--- src/rtl/calc_port_responder.sv ---
// Single-port calculator responder: cmd+op1, then op2, response after LATENCY cycles.
// Optional shifter for commands 5/6 is enabled by defining CALC_SHIFT_EN.
module calc_port_responder #(
  parameter int unsigned LATENCY = 3
) (
  input  logic        c_clk,
  input  logic        reset,
  input  logic [0:3]  req_cmd_in,
  input  logic [0:31] req_data_in,
  output logic [0:1]  out_resp,
  output logic [0:31] out_data,
  output logic        drop_err
);

  localparam logic [1:0] IDLE  = 2'd0;
  localparam logic [1:0] OPND2 = 2'd1;
  localparam logic [1:0] WAIT  = 2'd2;
  localparam logic [1:0] RESP  = 2'd3;

  localparam logic [3:0] CNT_LOAD = 4'(LATENCY - 1);

  localparam logic [1:0] RC_NONE = 2'd0;
  localparam logic [1:0] RC_OK   = 2'd1;
  localparam logic [1:0] RC_ERR  = 2'd2;

  // Ports use [0:N] numbering; internally everything is [N:0] with the same MSB.
  logic [3:0]  cmd_w;
  logic [31:0] data_w;
  assign cmd_w  = req_cmd_in;
  assign data_w = req_data_in;

  logic [1:0]  state_q, state_d;
  logic [3:0]  cnt_q, cnt_d;
  logic [3:0]  cmd_q, cmd_d;
  logic [31:0] op1_q, op1_d;
  logic [31:0] res_q, res_d;
  logic [1:0]  rc_q, rc_d;
  logic [1:0]  resp_q, resp_d;
  logic [31:0] odata_q, odata_d;
  logic        drop_q, drop_d;

  logic [32:0] sum;
  logic [31:0] calc_data;
  logic [1:0]  calc_rc;

  // Result is computed from the latched command/op1 and op2 still on the bus.
  always_comb begin
    sum       = {1'b0, op1_q} + {1'b0, data_w};
    calc_rc   = RC_ERR;
    calc_data = '0;
    case (cmd_q)
      4'd1: begin
        if (!sum[32]) begin
          calc_rc   = RC_OK;
          calc_data = sum[31:0];
        end
      end
      4'd2: begin
        if (data_w <= op1_q) begin
          calc_rc   = RC_OK;
          calc_data = op1_q - data_w;
        end
      end
`ifdef CALC_SHIFT_EN
      4'd5: begin
        calc_rc   = RC_OK;
        calc_data = op1_q << data_w[4:0];
      end
      4'd6: begin
        calc_rc   = RC_OK;
        calc_data = op1_q >> data_w[4:0];
      end
`endif
      default: ;
    endcase
  end

  always_comb begin
    state_d = state_q;
    cnt_d   = cnt_q;
    cmd_d   = cmd_q;
    op1_d   = op1_q;
    res_d   = res_q;
    rc_d    = rc_q;
    resp_d  = RC_NONE;
    odata_d = '0;
    drop_d  = 1'b0;
    case (state_q)
      IDLE: begin
        if (cmd_w != 4'd0) begin
          cmd_d   = cmd_w;
          op1_d   = data_w;
          state_d = OPND2;
        end
      end
      OPND2: begin
        res_d   = calc_data;
        rc_d    = calc_rc;
        cnt_d   = CNT_LOAD;
        state_d = (LATENCY == 1) ? RESP : WAIT;
      end
      WAIT: begin
        drop_d = (cmd_w != 4'd0);
        if (cnt_q <= 4'd1) begin
          cnt_d   = 4'd0;
          state_d = RESP;
        end else begin
          cnt_d = cnt_q - 4'd1;
        end
      end
      RESP: begin
        resp_d  = rc_q;
        odata_d = (rc_q == RC_OK) ? res_q : '0;
        // A command here overlaps the response and starts the next request.
        if (cmd_w != 4'd0) begin
          cmd_d   = cmd_w;
          op1_d   = data_w;
          state_d = OPND2;
        end else begin
          state_d = IDLE;
        end
      end
      default: state_d = IDLE;
    endcase
  end

  always_ff @(posedge c_clk) begin
    if (!reset) begin
      state_q <= IDLE;
      cnt_q   <= '0;
      cmd_q   <= '0;
      op1_q   <= '0;
      res_q   <= '0;
      rc_q    <= RC_NONE;
      resp_q  <= RC_NONE;
      odata_q <= '0;
      drop_q  <= 1'b0;
    end else begin
      state_q <= state_d;
      cnt_q   <= cnt_d;
      cmd_q   <= cmd_d;
      op1_q   <= op1_d;
      res_q   <= res_d;
      rc_q    <= rc_d;
      resp_q  <= resp_d;
      odata_q <= odata_d;
      drop_q  <= drop_d;
    end
  end

  assign out_resp = resp_q;
  assign out_data = odata_q;
  assign drop_err = drop_q;

endmodule

--- config.mk ---
export PLATFORM = sky130hd
export DESIGN_NAME = calc_port_responder
export DESIGN_NICKNAME = d
export VERILOG_FILES = /design/src/rtl/calc_port_responder.sv
export SDC_FILE = /design/constraint.sdc
export NUM_CORES = 1
export LEC_CHECK = 0
export ABC_AREA = 0
export BUFFER_PORTS_ARGS = -buffer_cell sky130_fd_sc_hd__buf_4
export CAP_MARGIN = 20
export CORE_MARGIN = 2
export CORE_UTILIZATION = 43
export DETAILED_ROUTE_END_ITERATION = 8
export HOLD_SLACK_MARGIN = 0.06
export PLACE_DENSITY_LB_ADDON = 0.05
export SETUP_SLACK_MARGIN = 0.4
export SYNTH_ARGS = -nofsm -noshare
export SYNTH_HDL_FRONTEND = slang
export SYNTH_SLANG_ARGS = --single-unit
--- constraint.sdc ---
create_clock -name c_clk -period 3.2 [get_ports c_clk]
set_input_delay 0.48 -clock c_clk [delete_from_list [all_inputs] [get_ports c_clk]]
set_output_delay 0.48 -clock c_clk [all_outputs]
set_load 0.1 [all_outputs]
==> out/qor.yml <==
cts:
  clock_latency_ns: 0.38
  clk_pin_slew_ns: 0.09
  cts-buffers-inserted: 9
  h-tree-depth: 3
  ctsHoldBuffers: 0
  cts_sinks: 111
  cts_root_buf: "clkbuf_16"
  clockBufferDepth: 2
  cts_tree: "built"
logic_synthesis:
  synth_top_cell_area_share: 0.296
  syn-instance-count: 950
  synth-edff-count: 0
  synth_area_leaders: "dfxtp_1, ha_1, a21oi_1, nand2_1, nor2_1"
  yosysWarnings: 0
  synth.cell_area_um2: 7490
  postSynth.asyncResetShare: 0
  yosys_register_bits: 111
  synth.distinct_cells: 78
  synth_nets: 1061
  ys_seq_area_frac: 0.296
  synthFlopType: "dfxtp_1"
  syn_area_per_cell_um2: 7.89
  yosysTopAreaCell: "dfxtp_1"
sta:
  period_needed_ns: 3.06
  fin_skew_ns: 0.0223
  hold_violations: 0
  fmax_mhz: 326
  fin_crit_sh: 0.958
  tightest_slew_ns: 0.822
  final_max_slew_viol_count: 0
  slew_headroom: 0.452
  rsz0062_at_grt: "yes"
  final-setup-viol-count: 0
global_route:
  antenna_found_initial: 0
  grt_usage: 0.261
  grt_max_degree: 37
  grt_overflow_total: 0
  grt_pass1_wl_mm: 38.0
  first_global_vias: 7227
run_status:
  status: "complete, no violations"
cells_and_area:
  fin_util: 0.608
  n_antenna_cell: 0
  fin_area_um2: 10400
  syn_to_final_growth_pct: 39.3
  drive_above_1_share: 0.328
  nNetsFinal: 1253
  fillCellCount: 1572
route:
  route.detailed.wl_per_inst_um: 17.8
  antenna_left: 0
  drt_wl_total_mm: 24.4
  drc_errors: 0
  viasPerCell: 5.67
  drt-pass1-iter-count: 5
  vias: 7775
  drt_iter0_markers: 639
die:
  start_util: 0.436
  die_w_um: 136
  dieArea_um2: 18500
  core_um2: 17200
  die_h_um: 136
  io_pins: 73
  rows: 48
worst_setup_path:
  cp-end-kind: "flop"
  worstSetupPathType: "reg -> reg"
  cp_data_arrival_time_ns: 3.32
  crit_fanout: 6
  start_kind: "flop"
  required_ns: 3.46
pwr:
  ir_drop_mv: 0.399
  power_density_nw_per_um2: 747
  leakage_uw: 0.00465
job:
  maxCapViolCount: 0
placement:
  place_area_um2: 9360
  hpwl_mm: 18.2
  port_buffers: 72
  place.gp.congestion: 0.924
worst_hold_path:
  worst_hold_path_type: "in -> reg"
==> Yosys cell counts (all sizes together), types with 16 or more instances <==
library cell and n:
dfxtp 111, nor3 17, clkbuf 39, a221o 17, ha 71, inv 70, and2 36, nor2b 17
nor2 70, nand2 116, o21bai 16, o21ai 30, a21oi 105
==> cell families after synthesis <==
logic type,count (synthesis),synth area share
AO/OA/AOI/OAI,308,0.290
XOR/XNOR,14,0.0164
adder cells (fa/ha/maj),73,0.124
buffers and inverters,123,0.0636
flip-flops,111,0.296
multiplexers,3,0.00401
AND/OR/NAND/NOR,318,0.205
==> critical path, cell delays in order (launching register included) <==
cell and delay, ns:
dfxtp_2 0.35, ha_4 0.14, inv_2 0.04, fa_2 0.34, o21ba_4 0.24, nor4_4 0.17
o41ai_2 0.11, nand4bb_4 0.26, a311oi_2 0.30, o21ai_1 0.13, and2_4 0.18, buf_6 0.13
a221o_1 0.32, a32o_1 0.26
==> registers in the layout, summed over array words and instances (netlist names) <==
signal    flops
rc_q          2
out_resp      2
cmd_q         4
op1_q        32
out_data     32
res_q        32
cnt_q         4
drop_err      1
state_q       2
==> report_power, final <==
| group | internal [uW] | leakage, uW | switching (uW) | total (uW) |
|---|---|---|---|---|
| Combinational | 2080 | 0.00360 | 2710 | 4790 |
| Clock | 635 | 0.000145 | 573 | 1210 |
| Sequential | 1620 | 0.000907 | 191 | 1810 |
| Total | 4330 | 0.00465 | 3470 | 7800 |
==> layout by cell type (no fill, tap or decap), drive strengths merged, types with 4 or more instances in the layout <==
master / synthesis / routed
or2: 4 / 4
o21a: 7 / 7
nand4: 6 / 6
a31oi: 7 / 7
and3: 4 / 4
nand2b: 7 / 7
o21ai: 30 / 30
nor3: 17 / 17
a211o: 6 / 6
o211ai: 6 / 6
nor4: 13 / 13
nor2: 70 / 70
a32o: 15 / 15
a21o: 15 / 15
a21oi: 105 / 105
inv: 70 / 72
a221o: 17 / 17
o221ai: 14 / 14
nor2b: 17 / 17
a221oi: 13 / 13
o21bai: 16 / 16
xnor2: 11 / 11
and2: 36 / 36
clkbuf: 39 / 10
ha: 71 / 71
dfxtp: 111 / 111
o31ai: 10 / 10
buf: 14 / 234
nand2: 116 / 116
a211oi: 6 / 6
nand3: 14 / 14
==> through the flow <==
step	setup TNS, ns	cells	worst slack [ns]	hold slack [ns]	power (uW)
after global placement	-2.32	1338	-0.121	0.433	5950
after global routing	0	1372	0.0273	0.360	8290
after floorplan	0	950	0.0603	0.417	4420
after detailed placement	-4.93	1338	-0.218	0.442	5960
after CTS	0	1367	0.215	0.357	7580
final	0	1372	0.136	0.350	7800
==> path summary, 6_finish.rpt <==
kind                   startpoint        to  slack [ns]  cells after the start
hold reg to reg          res_q[3]  res_q[3]        0.45                      2
setup reg to reg         op1_q[0]  res_q[6]        0.14                     13
hold / removal    req_data_in[26]  op1_q[5]        0.35                      3
setup / recovery         op1_q[0]  res_q[6]        0.14                     13
==> metal layers <==
metal / wire (um) / share of wire / up-vias / track usage
met2: 10700 / 0.44 / 243 / 0.404
met5: 0 / 0 / - / 0
li1: - / - / 3814 / -
met1: 12300 / 0.50 / 3694 / 0.388
met4: 289 / 0.012 / 0 / 0.0579
met3: 1210 / 0.049 / 24 / 0.0283
==> layout make-up <==
type | count | area (um^2) | share of cell area
clock buffer | 10 | 239 | 0.0229
clock inverter | 6 | 67.6 | 0.00647
inverter | 70 | 263 | 0.0252
multi-input combinational | 716 | 5500 | 0.527
sequential | 111 | 2230 | 0.214
tap | 225 | 282 | 0.0270
timing repair buffer | 234 | 1860 | 0.178
==> repair_timing <==
item / CTS / global route
pin swaps: 54 / 30
endpoints found under the setup margin: 34 / 34
setup buffers: 11 / 5
gates cloned: 2 / 0
resized for setup: 91 / 32
No activity file was read; power rests on OpenSTA's default activity.
